`config.mk`:
```
export PLATFORM = sky130hd
export DESIGN_NAME = pb_debounce
export DESIGN_NICKNAME = d
export VERILOG_FILES = /design/src/rtl/pb_pkg.sv /design/src/rtl/sync_2ff.sv /design/src/rtl/pb_debounce.sv
export SDC_FILE = /design/constraint.sdc
export NUM_CORES = 1
export LEC_CHECK = 0
export CAP_MARGIN = 10
export CORE_MARGIN = 4
export CORE_UTILIZATION = 56
export CTS_CLUSTER_DIAMETER = 150
export DETAILED_ROUTE_END_ITERATION = 16
export HOLD_SLACK_MARGIN = 0.08
export PLACE_DENSITY = 0.77
export REMOVE_ABC_BUFFERS = 1
export SETUP_SLACK_MARGIN = 0.02
export SLEW_MARGIN = 15
export SYNTH_ARGS = -nofsm -noshare
export SYNTH_HDL_FRONTEND = slang
export SYNTH_SLANG_ARGS = --single-unit
```
`constraint.sdc`:
```
create_clock -name clk -period 5.1 [get_ports clk]
set_input_delay 1.275 -clock clk [delete_from_list [all_inputs] [get_ports clk]]
set_output_delay 1.275 -clock clk [all_outputs]
set_load 0.01 [all_outputs]
```
`src/rtl/pb_pkg.sv`:
```
// Shared definitions for the push-button debouncer: FSM state encoding,
// default qualification length and the diagnostic bounce counter helpers.
package pb_pkg;

  // The four states form a Gray sequence (00 -> 01 -> 11 -> 10 -> 00).
  // Every legal transition flips exactly one bit.
  // state[1] is the debounced level and state[1]^state[0] is busy.
  typedef enum logic [1:0] {
    S_LOW     = 2'b00,
    S_WAIT_HI = 2'b01,
    S_HIGH    = 2'b11,
    S_WAIT_LO = 2'b10
  } pb_state_e;

  // 10 ms of stability at a 100 MHz system clock.
  localparam int unsigned PB_DEBOUNCE_CYCLES_DEFAULT = 1_000_000;

  // Width and ceiling of the rejected-bounce diagnostic counter.
  localparam int unsigned          PB_BOUNCE_W   = 8;
  localparam logic [PB_BOUNCE_W-1:0] PB_BOUNCE_MAX = '1;

  // Saturating increment: sticks at the ceiling instead of wrapping.
  function automatic logic [PB_BOUNCE_W-1:0] pb_sat_inc(input logic [PB_BOUNCE_W-1:0] v);
    return (v == PB_BOUNCE_MAX) ? v : v + 1'b1;
  endfunction

endpackage

```
`src/rtl/sync_2ff.sv`:
```
// Two-flop synchroniser for a single asynchronous board input.
// Both stages clear to 0 on reset, so an input sampled during reset looks like "inactive".
module sync_2ff (
  input  logic clk,
  input  logic rst,
  input  logic d,
  output logic q
);

  logic s1_d, s1_q;
  logic s2_d, s2_q;

  // Next-state for the shift chain.
  always_comb begin
    s1_d = d;
    s2_d = s1_q;
  end

  // The metastability-settling chain is cleared asynchronously by the active-low reset.
  always_ff @(posedge clk or negedge rst) begin
    if (!rst) begin
      s1_q <= 1'b0;
      s2_q <= 1'b0;
    end else begin
      s1_q <= s1_d;
      s2_q <= s2_d;
    end
  end

  assign q = s2_q;

endmodule

```
`src/rtl/pb_debounce.sv`:
```
// Push-button debouncer. The raw input is synchronised first.
// A candidate level change is then qualified by DEBOUNCE_CYCLES consecutive stable samples before the output moves.
// Aborted qualifications are counted, saturating, for bring-up diagnostics.
module pb_debounce
  import pb_pkg::*;
#(
  parameter int unsigned DEBOUNCE_CYCLES = PB_DEBOUNCE_CYCLES_DEFAULT,
  parameter int unsigned CNT_W           = 20
) (
  input  logic                   clk,
  input  logic                   rst,
  input  logic                   pb_in,
  output logic                   pb_out,
  output logic                   busy,
  output logic [PB_BOUNCE_W-1:0] bounce_cnt
);

  // Terminal count: the last counter value before the level is accepted.
  // The compare uses the full CNT_W bits, so DEBOUNCE_CYCLES up to 2^CNT_W fits.
  localparam logic [CNT_W-1:0] CNT_LAST = CNT_W'(DEBOUNCE_CYCLES - 1);

  logic                   pb_sync;
  pb_state_e              state_d, state_q;
  logic [CNT_W-1:0]       cnt_d, cnt_q;
  logic [PB_BOUNCE_W-1:0] bounce_d, bounce_q;

  sync_2ff u_sync (
    .clk (clk),
    .rst (rst),
    .d   (pb_in),
    .q   (pb_sync)
  );

  // Next-state, stability counter and bounce counter.
  // All defaults hold, and the stable states keep cnt parked at 0.
  always_comb begin
    state_d  = state_q;
    cnt_d    = cnt_q;
    bounce_d = bounce_q;
    unique case (state_q)
      S_LOW: begin
        cnt_d = '0;
        if (pb_sync) state_d = S_WAIT_HI;
      end
      S_WAIT_HI: begin
        if (!pb_sync) begin
          state_d  = S_LOW;
          cnt_d    = '0;
          bounce_d = pb_sat_inc(bounce_q);
        end else if (cnt_q == CNT_LAST) begin
          state_d = S_HIGH;
          cnt_d   = '0;
        end else begin
          cnt_d = cnt_q + CNT_W'(1);
        end
      end
      S_HIGH: begin
        cnt_d = '0;
        if (!pb_sync) state_d = S_WAIT_LO;
      end
      S_WAIT_LO: begin
        if (pb_sync) begin
          state_d  = S_HIGH;
          cnt_d    = '0;
          bounce_d = pb_sat_inc(bounce_q);
        end else if (cnt_q == CNT_LAST) begin
          state_d = S_LOW;
          cnt_d   = '0;
        end else begin
          cnt_d = cnt_q + CNT_W'(1);
        end
      end
      default: begin
        state_d = S_LOW;
        cnt_d   = '0;
      end
    endcase
  end

  // State, counter and diagnostics registers.
  // Reset drops straight to S_LOW, so the output can only fall (or stay low) at assertion.
  always_ff @(posedge clk or negedge rst) begin
    if (!rst) begin
      state_q  <= S_LOW;
      cnt_q    <= '0;
      bounce_q <= '0;
    end else begin
      state_q  <= state_d;
      cnt_q    <= cnt_d;
      bounce_q <= bounce_d;
    end
  end

  // Outputs are single bits of the Gray-coded state register.
  // pb_out therefore has no combinational path from pb_in and cannot glitch.
  assign pb_out     = state_q[1];
  assign busy       = state_q[1] ^ state_q[0];
  assign bounce_cnt = bounce_q;

endmodule

```
==> flow_summary.toml, run 1 <==
[worst_setup_path]
crit_path_max_incr_delay_ps = 550
r2r_cells = 5
r2r_slack_ps = 2870
path_class = "reg -> out"
crit_path_end_kind = "primary output"
cp_max_fo = 5
r2r_end = "state_q[1]"
path_cells = "inv_1 > ha_1 > clkdlybuf4s50_1"
start_kind = "flop"
slowest_stage = "clkdlybuf4s50_1"
crit_required_ps = 3830
crit_start = "state_q[1]"
regToRegStartpoint = "cnt_q[0]"
cp.arrival_ps = 1730

[run]
maxCapViolCount = 0

[logic_synthesis]
synthArstFlopShare_pct = 100
netlist_top_cells_area = "dfrtp_1, xor2_1, ha_1"
synth-seq-cells = 32
synthTopCellsByCount = "dfrtp_1, nor2_1, xor2_1"
synth.distinct_cells = 33
yosys.area.top_type = "dfrtp_1"
yosysMostFrequentCell = "dfrtp_1"
yosys_warnings = 0
netlist_instances = 160
synth.top_cell.area_share_pct = 48.9
syn_area_sq_mm = 0.00164
ys_seq_area_share_pct = 48.9
synth-main-ff-cell = "dfrtp_1"
synth-edff-count = 0
syn_avg_cell_area_sq_um = 10.2

[timing]
tightest_slew_ps = 390
setup_tns_ps = 0
setup_violations = 0
max_slew_margin_pct = 74.0
max_freq_mhz = 333
finalHoldViolCount = 0
post-route-worst-setup-slack_ps = 2100
grt_setup_unrepaired = "no"
finalCritPeriodShare_pct = 58.8
finalMaxSlewViolations = 0
clock-skew-final_ps = 6.22
finalCriticalPeriod_ps = 3000

[worst_hold_path]
holdCritPathClass = "reg -> reg"
worstHoldStart = "u_sync.s1_q"
holdPathEnd = "u_sync.q"
min_path_cells = 0

[grt]
antenna_found_initial = 0
grt_pass1_wl_mm = 5.06
grt_pass1_vias = 1159
grt_max_degree = 33
grt_overflow = 0
grt_usage_pct = 18.5

[cts]
root_buffer = "clkbuf_4"
cts.sinks = 32
insertion_delay_ps = 330
cts_resized = 0
clk_pin_slew_ps = 90
post_cts_buffers = 0
cts_hold_buf = 0
htreeDepth = 2
clk_path_buf_depth = 2
cts_buffers = 5
cts_tree = "yes"

[floorplanning]
start_util_pct = 58.8
rows = 19
dieHeight_microns = 62.1
dieWidth_microns = 62.1
core-area_sq_mm = 0.00278
die_area_sq_mm = 0.00385
num_io_pins = 13

[finish]
area_delta_synth_final_pct = 12.6
stdcell_count = 208
layout-drive-gt1-share_pct = 6.78
final_util_pct = 66.3
num_antenna_cells = 0
final_nets = 185

[pwr]
power_density_mw_per_mm2 = 402
ir_drop_v = 0.000367
leakage_nw = 0.775

[placement]
dpl_worst_slack_ps = 2460
place_hpwl_mm = 2.10
place.gp.congestion = 0.797
port_buffers = 12
dp.cells = 200

[route]
postRouteAntennaNets = 0
routed_wl_mm = 2.87
drc = 0
detail_route.iter0.violations = 53
dr.pass1.iters = 4
wire_per_inst_microns = 13.8
drt-vias-per-instance = 5.73
vias = 1191

[outcome]
status = "finished, final reports clean"
[final cells by class]
class / instances / area [sq um]
Inverter: 5 / 18.8
Multi-Input combinational cell: 118 / 791
Tap cell: 31 / 38.8
Fill cell: 230 / 938
Sequential cell: 32 / 801
Clock buffer: 8 / 58.8
Timing Repair Buffer: 14 / 135
[state kept, by name, summed over array words and instances, names as in the netlist]
register / flops
cnt_q: 20
u_sync.q: 1
state_q: 2
bounce_cnt: 8
u_sync.s1_q: 1
[power breakdown]
| group | total (mW) | switching (mW) | leakage (nW) | internal, mW |
|---|---|---|---|---|
| sequential | 0.327 | 0.0380 | 0.429 | 0.289 |
| clock | 0.148 | 0.0797 | 0.0326 | 0.0679 |
| combinational | 0.266 | 0.133 | 0.314 | 0.134 |
[how the worst max path moves through the flow]
stage | end | slack [ps] | cells past startpoint
detailed placement | busy | 2460 | 3
finish | busy | 2100 | 3
global placement | busy | 2520 | 3
CTS | busy | 2080 | 3
floorplan | cnt_q[10] | 2780 | 5
global route | busy | 2030 | 3
[routing by layer]
| metal | up-vias | track usage (%) | wire length (microns) | share of wire [%] |
|---|---|---|---|---|
| met5 | - | 0 | 0 | 0 |
| met2 | 17 | 29.9 | 1420 | 50 |
| met1 | 570 | 22.1 | 1300 | 45 |
| met4 | 0 | 7.88 | 51 | 1.8 |
| li1 | 598 | - | - | - |
| met3 | 6 | 7.02 | 95 | 3.3 |
[critical path: cells and delay by family, from the launching register on]
kind / cells / cell delay [ps]
adders and majority gates: 1 / 340
buffers and inverters: 2 / 640
DFF: 1 / 420
[per-stage QoR]
step	total power, mW	cell area [sq um]	hold slack, ps
2_1_floorplan	0.490	1610	331
3_3_place_gp	0.585	1780	345
3_5_place_dp	0.602	1780	356
4_1_cts	0.752	1840	377
5_1_grt	0.798	1840	401
6_report	0.741	1840	370
[cells by family after synthesis]
| family | after synthesis | share of synthesized area [%] |
|---|---|---|
| buffers and inverters | 10 | 2.75 |
| multiplexers | 5 | 3.29 |
| XOR/XNOR | 19 | 10.2 |
| AND/OR/NAND/NOR | 70 | 23.0 |
| adder cells (fa/ha/maj) | 6 | 4.59 |
| AO/OA/AOI/OAI | 18 | 7.26 |
| flip-flops | 32 | 48.9 |
[cells in the final DEF, fill, tap and decap left out, types with 2 or more instances in the layout]
cell type        instances
o31ai_1                  3
ha_1                     6
dfrtp_1                 32
clkbuf_1                 2
or4_1                    3
a21oi_1                  8
nor4_1                   2
or3_1                    3
nand2b_1                 2
xor2_1                  13
clkdlybuf4s50_1         12
nand4_1                  5
nand3_1                 12
nand2_1                 11
mux2i_1                  2
nor4b_1                  2
buf_4                    2
xnor2_1                  6
nor2_1                  19
and2_1                   2
clkbuf_4                 5
o21ai_0                  4
and3_1                   2
mux2_2                   2
inv_1                    5
and4_1                   3
Power figures use the tool's default switching activity.
==> run 2, diff against run 1 <==
CORE_UTILIZATION = 51   (was 56)
PLACE_DENSITY = 0.74   (was 0.77)
clock period = 2.5 ns   (was 5.1 ns; I/O delays follow)
==> flow_summary.toml, run 2 (synthesis results as in run 1) <==
[outcome]
status = "finished, final reports clean"

[timing]
finalCritPeriodShare_pct = 93.9
setup_tns_ps = 0
grt_setup_unrepaired = "no"
finalHoldViolCount = 0
max_freq_mhz = 426
tightest_slew_ps = 389
clock-skew-final_ps = 11.1
setup_violations = 0
max_slew_margin_pct = 74.1
finalCriticalPeriod_ps = 2350
finalMaxSlewViolations = 0

[pwr]
leakage_nw = 0.774
power_density_mw_per_mm2 = 818
pwr-share-clk_pct = 20.4
power_frac_comb_pct = 35.9
ir_drop_v = 0.000759
switching_share_pct = 34.5
pwr-share-seq_pct = 43.7
switching_power_mw = 0.525
p_int_mw = 0.999

[route]
wire_per_inst_microns = 13.5
vias = 1179
detail_route.iter0.violations = 57
drc = 0
routed_wl_mm = 2.97
drt-vias-per-instance = 5.33
dr.pass1.iters = 5
postRouteAntennaNets = 0

[grt]
grt_usage_pct = 16.5
grt_pass1_wl_mm = 5.11
grt_use_met3_pct = 6.24
top_usage_layer = "met2"
antenna_found_initial = 0
grt_overflow = 0
grt_use_met1_pct = 20.0
met2_usage_pct = 26.3
grt_max_degree = 33
grt_pass1_vias = 1137

[finish]
largest_reg_flops = 20
layout-drive-gt1-share_pct = 7.34
final_cell_mix = "dfrtp_1, nor2_1, xor2_1"
num_antenna_cells = 0
largest_register = "cnt_q"
final_nets = 185
fin_area_sq_mm = 0.00186
final_common_cell = "dfrtp_1"
stdcell_count = 221
area_delta_synth_final_pct = 13.8

[worst_setup_path]
start_kind = "flop"
crit_required_ps = 1880
r2r_slack_ps = 310
crit_path_end_kind = "primary output"
cp.arrival_ps = 1720
cp_max_fo = 5
r2r_cells = 5
path_class = "reg -> out"

[placement]
placed_area_sq_mm = 0.00180
place.gp.congestion = 0.817
port_buffers = 12
dp.cells = 213
place_hpwl_mm = 2.12

[cts]
clk_pin_slew_ps = 90
cts.sinks = 32
cts_tree = "yes"
clk_path_buf_depth = 2
insertion_delay_ps = 340
cts_hold_buf = 0
htreeDepth = 2
cts_resized = 0
post_cts_buffers = 0
cts_buffers = 5
root_buffer = "clkbuf_4"

[run]
maxCapViolCount = 0

[floorplanning]
dieHeight_microns = 64.6
dieWidth_microns = 64.6
num_io_pins = 13
die_area_sq_mm = 0.00418
rows = 20
core-area_sq_mm = 0.00305
start_util_pct = 53.6

[worst_hold_path]
holdCritPathClass = "reg -> reg"
min_path_cells = 0
==> run 2: cell count changes in the layout (fill, tap and decap cells not counted) <==
cell / change
clkinvlp_4: +1
clkbuf_1: -1
==> run 2: final cells by class <==
class	instances	area [sq um]
clock buffers	7	55.1
repair buffers	14	135
well taps	44	55.1
multi-input cells	118	791
flip-flops and latches	32	801
inverters	5	18.8
clock inverters	1	7.51
fillers	284	1190
==> run 2: path summary, 6_finish.rpt <==
check                             from          to
max                         state_q[1]        busy
max reg2reg                   cnt_q[0]  state_q[1]
min                        u_sync.s1_q    u_sync.q
min in group asynchronous          rst    cnt_q[1]
min reg2reg                u_sync.s1_q    u_sync.q
max in group asynchronous          rst   cnt_q[18]
==> run 2: metrics by stage <==
step | utilization [%] | power [mW] | hold WS (ps) | setup slack [ps]
6_report | 61.0 | 1.52 | 372 | 153
3_3_place_gp | 59.0 | 1.19 | 343 | 387
5_1_grt | 61.0 | 1.63 | 379 | 98.1
2_1_floorplan | - | 1.00 | 329 | 178
3_5_place_dp | 59.0 | 1.23 | 346 | 335
4_1_cts | 61.0 | 1.55 | 377 | 142
==> run 2: power by group through the flow <==
| stage | Sequential [mW] | Combinational (mW) | Clock [mW] |
|---|---|---|---|
| after floorplan | 0.687 | 0.313 | 0 |
| after global placement | 0.668 | 0.525 | 0 |
| after detailed placement | 0.676 | 0.553 | 0 |
| after CTS | 0.666 | 0.558 | 0.325 |
| after global routing | 0.680 | 0.606 | 0.348 |
| final | 0.666 | 0.547 | 0.311 |
==> run 2: routing by layer <==
metal  wire length (microns)  vias to the layer above
li1                        -                      596
met4                      56                        0
met5                       0                        -
met3                     105                        4
met1                    1350                      568
met2                    1460                       11
==> run 2: worst max-delay path, stage by stage, from the launching register on <==
cell and delay (ps):
dfrtp_1 410, inv_1 90, ha_1 340, clkdlybuf4s50_1 550
